## src/rtl/control_pkg.sv

```systemverilog
// Shared constants and inter-stage bundles for the
// control pipeline (ID/EX, EX/MEM, MEM/WB).
package control_pkg;

  localparam int REG_AW = 5;
  localparam int ALU_CW = 4;

  localparam logic [2:0] ALUOP_MEM  = 3'b000;
  localparam logic [2:0] ALUOP_BR   = 3'b001;
  localparam logic [2:0] ALUOP_R    = 3'b010;
  localparam logic [2:0] ALUOP_ADDI = 3'b100;
  localparam logic [2:0] ALUOP_ANDI = 3'b101;
  localparam logic [2:0] ALUOP_ORI  = 3'b111;

  localparam logic [5:0] FN_ADD = 6'b100000;
  localparam logic [5:0] FN_SUB = 6'b100010;
  localparam logic [5:0] FN_AND = 6'b100100;
  localparam logic [5:0] FN_OR  = 6'b100101;
  localparam logic [5:0] FN_SLT = 6'b101010;
  localparam logic [5:0] FN_SLL = 6'b000000;
  localparam logic [5:0] FN_SRL = 6'b000010;

  typedef logic [ALU_CW-1:0] alu_sel_t;

  localparam alu_sel_t ALU_ADD = 4'b0010;
  localparam alu_sel_t ALU_SUB = 4'b0110;
  localparam alu_sel_t ALU_AND = 4'b0000;
  localparam alu_sel_t ALU_OR  = 4'b0001;
  localparam alu_sel_t ALU_SLT = 4'b0111;
  localparam alu_sel_t ALU_SLL = 4'b0011;
  localparam alu_sel_t ALU_SRL = 4'b0100;
  localparam alu_sel_t ALU_BAD = 4'b1111;

  localparam int CTRL_REGDST = 6;
  localparam int CTRL_BRANCH = 5;
  localparam int CTRL_MEMRD  = 4;
  localparam int CTRL_M2R    = 3;
  localparam int CTRL_MEMWR  = 2;
  localparam int CTRL_ALUSRC = 1;
  localparam int CTRL_REGWR  = 0;

  localparam logic [5:0] OP_BNE = 6'b000101;

  typedef struct packed {
    logic              valid;
    logic [6:0]        ctrl;
    logic [2:0]        alu_op;
    logic [5:0]        funct;
    logic              is_bne;
    logic [REG_AW-1:0] rt;
    logic [REG_AW-1:0] rd;
  } id_ex_t;

  typedef struct packed {
    logic              valid;
    logic              mem_read;
    logic              mem_write;
    logic              mem_to_reg;
    logic              reg_write;
    logic [REG_AW-1:0] write_reg;
  } ex_mem_t;

  typedef struct packed {
    logic              valid;
    logic              mem_to_reg;
    logic              reg_write;
    logic [REG_AW-1:0] write_reg;
  } mem_wb_t;

endpackage

```

## src/rtl/control_pipe_if.sv

```systemverilog
// Decode-side bundle in, stage controls and
// hazard signals out.
interface control_pipe_if;
  import control_pkg::*;

  logic              id_valid;
  logic [5:0]        id_opcode;
  logic [5:0]        id_funct;
  logic [6:0]        id_ctrl;
  logic [2:0]        id_alu_op;
  logic [REG_AW-1:0] id_rs;
  logic [REG_AW-1:0] id_rt;
  logic [REG_AW-1:0] id_rd;
  logic              ex_zero;
  logic              stall;
  logic              flush;
  logic              pc_src;
  alu_sel_t          ex_alu_ctrl;
  logic              ex_alu_src;
  logic              mem_read;
  logic              mem_write;
  logic              wb_reg_write;
  logic              wb_mem_to_reg;
  logic [REG_AW-1:0] wb_write_reg;

  modport master (
    output id_valid, id_opcode, id_funct,
    output id_ctrl, id_alu_op,
    output id_rs, id_rt, id_rd, ex_zero,
    input  stall, flush, pc_src,
    input  ex_alu_ctrl, ex_alu_src,
    input  mem_read, mem_write,
    input  wb_reg_write, wb_mem_to_reg,
    input  wb_write_reg
  );

  modport slave (
    input  id_valid, id_opcode, id_funct,
    input  id_ctrl, id_alu_op,
    input  id_rs, id_rt, id_rd, ex_zero,
    output stall, flush, pc_src,
    output ex_alu_ctrl, ex_alu_src,
    output mem_read, mem_write,
    output wb_reg_write, wb_mem_to_reg,
    output wb_write_reg
  );

endinterface

```

## src/rtl/control_pipe_alu_control.sv

```systemverilog
// ALUOp + funct to ALU select; bad flags any
// code with no defined operation.
module alu_control
  import control_pkg::*;
(
  input  logic [2:0] alu_op,
  input  logic [5:0] funct,
  output alu_sel_t   sel,
  output logic       bad
);

  alu_sel_t r_sel;

  always_comb begin
    r_sel = ALU_BAD;
    unique case (funct)
      FN_ADD:  r_sel = ALU_ADD;
      FN_SUB:  r_sel = ALU_SUB;
      FN_AND:  r_sel = ALU_AND;
      FN_OR:   r_sel = ALU_OR;
      FN_SLT:  r_sel = ALU_SLT;
      FN_SLL:  r_sel = ALU_SLL;
      FN_SRL:  r_sel = ALU_SRL;
      default: r_sel = ALU_BAD;
    endcase
  end

  always_comb begin
    sel = ALU_BAD;
    unique case (1'b1)
      (alu_op == ALUOP_MEM):  sel = ALU_ADD;
      (alu_op == ALUOP_BR):   sel = ALU_SUB;
      (alu_op == ALUOP_R):    sel = r_sel;
      (alu_op == ALUOP_ADDI): sel = ALU_ADD;
      (alu_op == ALUOP_ANDI): sel = ALU_AND;
      (alu_op == ALUOP_ORI):  sel = ALU_OR;
      default:                sel = ALU_BAD;
    endcase
  end

  // No legal code maps to ALU_BAD.
  assign bad = (sel == ALU_BAD);

endmodule

```

## src/rtl/control_pipe.sv

```systemverilog
// EX/MEM/WB control registers with branch
// resolution and load-use stall detection.
module control_pipe
  import control_pkg::*;
(
  input  logic          clk,
  input  logic          reset,
  control_pipe_if.slave ctl
);

  id_ex_t   ex_q, ex_d;
  ex_mem_t  mem_q, mem_d;
  mem_wb_t  wb_q, wb_d;
  alu_sel_t alu_sel;
  logic     alu_bad;
  logic     taken;
  logic     hazard;
  logic     load;
  logic     go;

  alu_control u_alu (
    .alu_op (ex_q.alu_op),
    .funct  (ex_q.funct),
    .sel    (alu_sel),
    .bad    (alu_bad)
  );

  always_comb begin
    taken  = ex_q.valid
           & ex_q.ctrl[CTRL_BRANCH]
           & (ctl.ex_zero ^ ex_q.is_bne);
    hazard = ex_q.valid
           & ex_q.ctrl[CTRL_MEMRD]
           & ctl.id_valid
           & (ex_q.rt != '0)
           & ((ex_q.rt == ctl.id_rs)
            | (ex_q.rt == ctl.id_rt));
    load   = ctl.id_valid & ~hazard & ~taken;
  end

  always_comb begin
    ex_d = '0;
    if (load) begin
      ex_d.valid  = 1'b1;
      ex_d.ctrl   = ctl.id_ctrl;
      ex_d.alu_op = ctl.id_alu_op;
      ex_d.funct  = ctl.id_funct;
      ex_d.is_bne = (ctl.id_opcode == OP_BNE);
      ex_d.rt     = ctl.id_rt;
      ex_d.rd     = ctl.id_rd;
    end
  end

  always_comb begin
    mem_d            = '0;
    mem_d.valid      = ex_q.valid;
    mem_d.mem_read   = ex_q.ctrl[CTRL_MEMRD];
    mem_d.mem_write  = ex_q.ctrl[CTRL_MEMWR];
    mem_d.mem_to_reg = ex_q.ctrl[CTRL_M2R];
    mem_d.reg_write  = ex_q.ctrl[CTRL_REGWR]
                     & ~alu_bad;
    mem_d.write_reg  = ex_q.ctrl[CTRL_REGDST]
                     ? ex_q.rd : ex_q.rt;
  end

  always_comb begin
    wb_d            = '0;
    wb_d.valid      = mem_q.valid;
    wb_d.mem_to_reg = mem_q.mem_to_reg;
    wb_d.reg_write  = mem_q.reg_write;
    wb_d.write_reg  = mem_q.write_reg;
  end

  always_ff @(posedge clk) begin
    if (reset) begin
      ex_q  <= '0;
      mem_q <= '0;
      wb_q  <= '0;
    end else begin
      ex_q  <= ex_d;
      mem_q <= mem_d;
      wb_q  <= wb_d;
    end
  end

  // Outputs drop while reset is high so the
  // edge that clears state never writes.
  assign go = ~reset;

  assign ctl.stall  = go & hazard & ~taken;
  assign ctl.flush  = go & taken;
  assign ctl.pc_src = go & taken;

  assign ctl.ex_alu_ctrl =
    (go & ex_q.valid) ? alu_sel : '0;
  assign ctl.ex_alu_src =
    go & ex_q.valid & ex_q.ctrl[CTRL_ALUSRC];

  assign ctl.mem_read =
    go & mem_q.valid & mem_q.mem_read;
  assign ctl.mem_write =
    go & mem_q.valid & mem_q.mem_write;

  assign ctl.wb_reg_write =
    go & wb_q.valid & wb_q.reg_write;
  assign ctl.wb_mem_to_reg =
    go & wb_q.valid & wb_q.mem_to_reg;
  assign ctl.wb_write_reg =
    (go & wb_q.valid) ? wb_q.write_reg : '0;

endmodule

```

## src/flat_wrapper.sv

```systemverilog
// flat-port wrapper written by rule: the top's interface ports become plain ports
module control_pipe_flat import control_pkg::*;
  (clk, reset, ctl_id_valid, ctl_id_opcode, ctl_id_funct, ctl_id_ctrl, ctl_id_alu_op, ctl_id_rs, ctl_id_rt, ctl_id_rd, ctl_ex_zero, ctl_stall, ctl_flush, ctl_pc_src, ctl_ex_alu_ctrl, ctl_ex_alu_src, ctl_mem_read, ctl_mem_write, ctl_wb_reg_write, ctl_wb_mem_to_reg, ctl_wb_write_reg);
  control_pipe_if ctl_i ();
  input  logic clk;
  input  logic reset;
  input wire logic [$bits(ctl_i.id_valid)-1:0] ctl_id_valid;
  input wire logic [$bits(ctl_i.id_opcode)-1:0] ctl_id_opcode;
  input wire logic [$bits(ctl_i.id_funct)-1:0] ctl_id_funct;
  input wire logic [$bits(ctl_i.id_ctrl)-1:0] ctl_id_ctrl;
  input wire logic [$bits(ctl_i.id_alu_op)-1:0] ctl_id_alu_op;
  input wire logic [$bits(ctl_i.id_rs)-1:0] ctl_id_rs;
  input wire logic [$bits(ctl_i.id_rt)-1:0] ctl_id_rt;
  input wire logic [$bits(ctl_i.id_rd)-1:0] ctl_id_rd;
  input wire logic [$bits(ctl_i.ex_zero)-1:0] ctl_ex_zero;
  output wire logic [$bits(ctl_i.stall)-1:0] ctl_stall;
  output wire logic [$bits(ctl_i.flush)-1:0] ctl_flush;
  output wire logic [$bits(ctl_i.pc_src)-1:0] ctl_pc_src;
  output wire logic [$bits(ctl_i.ex_alu_ctrl)-1:0] ctl_ex_alu_ctrl;
  output wire logic [$bits(ctl_i.ex_alu_src)-1:0] ctl_ex_alu_src;
  output wire logic [$bits(ctl_i.mem_read)-1:0] ctl_mem_read;
  output wire logic [$bits(ctl_i.mem_write)-1:0] ctl_mem_write;
  output wire logic [$bits(ctl_i.wb_reg_write)-1:0] ctl_wb_reg_write;
  output wire logic [$bits(ctl_i.wb_mem_to_reg)-1:0] ctl_wb_mem_to_reg;
  output wire logic [$bits(ctl_i.wb_write_reg)-1:0] ctl_wb_write_reg;
  assign ctl_i.id_valid = ctl_id_valid;
  assign ctl_i.id_opcode = ctl_id_opcode;
  assign ctl_i.id_funct = ctl_id_funct;
  assign ctl_i.id_ctrl = ctl_id_ctrl;
  assign ctl_i.id_alu_op = ctl_id_alu_op;
  assign ctl_i.id_rs = ctl_id_rs;
  assign ctl_i.id_rt = ctl_id_rt;
  assign ctl_i.id_rd = ctl_id_rd;
  assign ctl_i.ex_zero = ctl_ex_zero;
  assign ctl_stall = ctl_i.stall;
  assign ctl_flush = ctl_i.flush;
  assign ctl_pc_src = ctl_i.pc_src;
  assign ctl_ex_alu_ctrl = ctl_i.ex_alu_ctrl;
  assign ctl_ex_alu_src = ctl_i.ex_alu_src;
  assign ctl_mem_read = ctl_i.mem_read;
  assign ctl_mem_write = ctl_i.mem_write;
  assign ctl_wb_reg_write = ctl_i.wb_reg_write;
  assign ctl_wb_mem_to_reg = ctl_i.wb_mem_to_reg;
  assign ctl_wb_write_reg = ctl_i.wb_write_reg;
  control_pipe u_core (.clk(clk), .reset(reset), .ctl(ctl_i));
endmodule
```

## config.mk

```make
export PLATFORM = sky130hd
export DESIGN_NAME = control_pipe_flat
export DESIGN_NICKNAME = d
export VERILOG_FILES = /design/src/rtl/control_pkg.sv /design/src/rtl/control_pipe_if.sv /design/src/rtl/control_pipe_alu_control.sv /design/src/rtl/control_pipe.sv /design/src/flat_wrapper.sv
export SDC_FILE = /design/constraint.sdc
export NUM_CORES = 1
export LEC_CHECK = 0
export BUFFER_PORTS_ARGS = -buffer_cell sky130_fd_sc_hd__buf_2
export CORE_MARGIN = 2
export CORE_UTILIZATION = 54
export CTS_CLUSTER_SIZE = 40
export DETAILED_ROUTE_END_ITERATION = 12
export PLACE_DENSITY_LB_ADDON = 0.2
export SLEW_MARGIN = 15
export SYNTH_ARGS = -nofsm -noshare
export SYNTH_HDL_FRONTEND = slang
export SYNTH_HIERARCHICAL = 1
export SYNTH_SLANG_ARGS = --single-unit
```

## constraint.sdc

```tcl
create_clock -name clk -period 2.71 [get_ports clk]
set_input_delay 0.542 -clock clk [delete_from_list [all_inputs] [get_ports clk]]
set_output_delay 0.542 -clock clk [all_outputs]
set_load 0.01 [all_outputs]
```

Word-level counts from Yosys, hierarchy flattened
Index checks and enable logic that the tools add are counted.
- bits in registers: 46
- equality and inequality tests: 15
- reductions and logical operators: 5
- mux-type cells: 6
- bitwise logic cells: 27
- operators by type and width (cell ; count):
    == test 6 bit, second input constant ; 5
    2-to-1 mux 28 bit ; 1
    one-hot mux 4 bit (7 select lines) ; 1
    AND 1 bit ; 20
    one-hot mux 4 bit (5 select lines) ; 1
    == test 5 bit ; 2
    2-to-1 mux 5 bit ; 2
    == test 3 bit, second input constant ; 3
    == test 6 x 2 -> 1 bit, second input constant ; 1
    == test 6 x 3 -> 1 bit, second input constant ; 1
    logical NOT 6 bit ; 1
    NOT 1 bit ; 5
    nonzero test 5 bit ; 1
    == test 4 bit, second input constant ; 1
    2-to-1 mux 4 bit ; 1
    OR reduction 2 bit ; 2
    == test 3 x 1 -> 1 bit, second input constant ; 1
    == test 3 x 2 -> 1 bit, second input constant ; 1
    logical NOT 3 bit ; 1
    bitwise OR 1 bit ; 1
    bitwise XOR 1 bit ; 1

Logic depth before layout (Yosys ltp)
- word-level depth: 9
- mapped depth: 6

Modules after synthesis
The synthesis kept the hierarchy.
- modules (own cells, without submodules) (module ; sequential area each (um^2) ; cells each ; area each (um^2) ; instances):
    control_pipe ; 920.9 ; 181 ; 1769.2 ; 1
    alu_control ; 0.0 ; 22 ; 127.6 ; 1

Worst setup path after synthesis
Ideal clock, no wire load.
- path kind: input port to output port
- from: input port reset
- to: output port ctl_pc_src
- path buffers: 2
- path slack: 0.830 ns
- data arrival time: 1.338 ns
- stages: 4
- path through: clkbuf_1 -> nor2b_1 -> and3_1 -> buf_4
- longest elaborated chain between the ends: 2
- RTL lines (element ; line ; RTL):
    start: declaration ; flat_wrapper.sv:6 ; input logic reset;
    NOT 1 bit ; control_pipe.sv:88 ; assign go = ~reset;
    AND 1 bit ; n/a ;
    end: declaration ; flat_wrapper.sv:18 ; output wire logic [$bits(ctl_i.pc_src)-1:0] ctl_pc_src;
No other way between the ends.

Worst setup path after layout
- from: register u_core/ex_q[11] (netlist bit)
- to: output port ctl_ex_alu_ctrl[2]
- longest elaborated chain between the ends: 4
- elaborated cells on any way between the ends: 10
- RTL lines (element ; line ; RTL):
    start: declaration ; control_pipe.sv:11 ; id_ex_t ex_q, ex_d;
    start signal: assignment ; control_pipe.sv:76 ; ex_q <= '0;
    start signal: assignment ; control_pipe.sv:80 ; ex_q <= ex_d;
    == test 6 x 2 -> 1 bit (tied with other cells) ; control_pipe_alu_control.sv:16 ; unique case (funct)
    one-hot mux 4 bit (7 select lines) * ; control_pipe_alu_control.sv:16 ;
    one-hot mux 4 bit (5 select lines) * ; control_pipe_alu_control.sv:30 ; unique case (1'b1)
    named net u_core.alu_sel[2] ; control_pipe.sv:14 ; alu_sel_t alu_sel;
    2-to-1 mux 4 bit * ; control_pipe.sv:95 ; (go & ex_q.valid) ? alu_sel : '0;
    end: declaration ; flat_wrapper.sv:19 ; output wire logic [$bits(ctl_i.ex_alu_ctrl)-1:0] ctl_ex_alu_ctrl;
Mark *: on every way through the listed nets, which the timed path passes. The rest lies on a longest branch.

==> flow_summary_export.csv <==
group,metric,value,unit
run_status,outcome,"finished, final reports clean",
power,swShare,23.7,%
power,power,1.25,mW
routing,drc,0,
synth,synth_top_area_share,48.5,%
clocking,clock_sinks,46,
die,die_area,0.00400,mm^2
setup_path,worst_setup_path_end_kind,"output pin",
synth,synth_flop_cell,"dfxtp_1",
die,row_count,21,
clocking,cts-root-buf,"clkbuf_4",
routing,wirelength,3710,um
power,p_clk_share,32.9,%
placement,dp_cells,294,
synth,synth_seq_cells,46,
synth,synthCells,203,
finish,layoutNonFillerInstCount,302,
routing,routed-via-count,1543,
clocking,clk_latency,0.35,ns
power,power_density,556,mW/mm^2
sta,period_needed,2.34,ns
power,power_switching,0.296,mW
grt,grt_use_total,20.5,%
setup_path,start_kind,"flop",
sta,slew_headroom,67.4,%
synth,syn_avg_cell_area,9.34,um^2
setup_path,cp.required,2.17,ns
routing,ant_nets,0,
sta,rsz0062_at_grt,"no",
sta,setup_viol,0,
routing,drtPass1Iterations,5,
finish,layout.nets,296,
sta,max_freq,427,MHz
clocking,cts-buffers-inserted,5,
die,start_util,56.4,%
synth,synth_edf_count,0,
finish,post-route-util,67.0,%
power,pwr-share-seq,57.0,%
routing,wl_met3,219,um
power,vdd_drop_max,0.427,mV
grt,antenna_found_initial,0,
setup_path,critPathMaxStageDelay,0.47,ns
routing,highest_layer,"met4",
placement,dp.final_hpwl,2610,um
grt,grt_max_degree,29,
finish,drive_above_1_share,32.0,%
synth,syn_area,0.00190,mm^2
synth,ys_seq_area_share,48.5,%
sta,worst_pin_slew,0.476,ns
setup_path,worst-path-buf-inv,1,
clocking,cts_hold_buf,0,
power,p_comb_share,10.1,%
synth,syn-num-nets,244,
setup_path,path_cells,"or2_1, a2111oi_0, a21oi_1, and2_1, buf_2",
placement,place_area,0.00217,mm^2
die,die_w,63.3,um
routing,viasPerCell,5.11,
setup_path,cp_max_fo,3,
clocking,htreeDepth,2,
finish,design_area,0.00225,mm^2
clocking,cts_tree,"done",
synth,synth_warnings,6,
synth,async_flop_share,0,%
routing,drtIter0Drc,75,
sta,drv_slew,0,
grt,grt_pass1_vias,1458,
hold_path,hold_class,"primary input to flop",
setup_path,crit_slowest_cell,"a2111oi_0",
clocking,postCtsSetupRepairBufs,0,
routing,drt-met1-wl,1740,um
sta,hold_violations,0,
routing,routedWlPerCell,12.3,um
die,core,0.00336,mm^2
synth,yosysUniqueCellTypes,33,
run,cap_viol_max_count,0,
clocking,clk_path_buf_depth,2,
grt,grt_pass1_wl,6440,um
setup_path,crit_family,"compound AO/OA/AOI/OAI gates",
power,p_leak,0.989,nW
placement,port_buffers,57,
synth,yosysTopAreaCell,"dfxtp_1",
routing,wl_met2,1720,um
sta,final.setup.tns,0,ns
clocking,ctsResizeCount,0,
die,die_h,63.3,um
setup_path,critical_path_class,"flop to output pin",
die,io_pins,58,
sta,clock_skew,0.00436,ns
synth,synthTopCellsByArea,"dfxtp_1, nand3_1, a21oi_1",
grt,overflow,0,
setup_path,arrival,1.80,ns
placement,place_congestion,0.774,
finish,antenna_cells,0,
sta,final.period_utilization,86.4,%
power,internal-power,0.957,mW
clocking,clk_pin_slew,0.13,ns
finish,area_growth_syn_to_layout,18.8,%
[path summary, 6_finish.rpt]
check	start	end	slack, ns	cells after the start
setup reg to reg	u_core/ex_q[5]$_SDFF_PP0_	u_core/ex_q[10]$_SDFF_PP0_	1.22	5
hold reg to reg	u_core/mem_q[1]$_SDFF_PP0_	u_core/wb_q[1]$_SDFF_PP0_	0.45	1
setup / recovery	u_core/ex_q[11]$_SDFF_PP0_	ctl_ex_alu_ctrl[2]	0.37	5
hold / removal	ctl_id_ctrl[2]	u_core/ex_q[22]$_SDFF_PP0_	0.42	3
[per-layer routing]
layer,track usage (%),up-vias
met3,4.64,4
met1,26.8,690
li1,-,801
met2,33.0,48
met5,0,-
met4,8.15,0
[sequential cells by signal, summed over array words and instances (netlist names)]
name,count
u_core/mem_q,10
u_core/wb_q,8
u_core/ex_q,28
[worst min-delay path, cell delays in order]
cell     delay, ns
buf_2         0.09
nand3_1       0.06
a21oi_1       0.04
[layout by cell type, fill, tap and decap left out, types with 4 or more instances in the layout]
master    instances
buf_2            57
mux2i_1           5
nor2_1            8
nand3_1          29
buf_4             4
and2_1           14
nand2_1           7
nor2b_1          14
a21oi_1          21
a21oi_2          11
dfxtp_1          46
xnor2_1          10
clkbuf_4          5
[synth_stat cells (2+ instances only)]
cell / instances
dfxtp_1: 46
and3_1: 2
nor2_1: 8
buf_2: 3
or2_1: 2
and2_1: 14
a21oi_1: 22
nand2_1: 7
buf_4: 2
mux2i_1: 5
nor2b_1: 14
nor3_1: 2
a21oi_2: 10
xnor2_1: 10
buf_6: 4
clkbuf_1: 7
nand3_1: 29
[area by class of cell]
type	instances	area [um^2]
Timing Repair Buffer	61	315
Clock inverter	3	43.8
Tap cell	46	57.6
Multi-Input combinational cell	140	875
Fill cell	310	1110
Clock buffer	5	37.5
Sequential cell	46	921
Inverter	1	3.75
[power groups by stage]
stage	combinational [mW]	sequential, mW	clock, mW
3_3_place_gp	0.125	0.729	0
2_1_floorplan	0.0876	0.724	0
5_1_grt	0.143	0.718	0.454
4_1_cts	0.127	0.714	0.418
3_5_place_dp	0.126	0.730	0
6_report	0.127	0.714	0.412
[through the flow]
| stage | hold slack, ns | setup WS (ns) |
|---|---|---|
| detailed placement | 0.430 | 0.720 |
| global placement | 0.418 | 0.770 |
| CTS | 0.408 | 0.406 |
| global route | 0.405 | 0.203 |
| floorplan | 0.414 | 0.830 |
| finish | 0.417 | 0.369 |
[cell families after synthesis]
kind of cell	share of synthesized area (%)
simple gates	23.4
compound gates	14.8
flops	48.5
buf+inv	5.54
xor+xnor	5.08
mux	2.64
No activity file was read; power rests on OpenSTA's default activity.
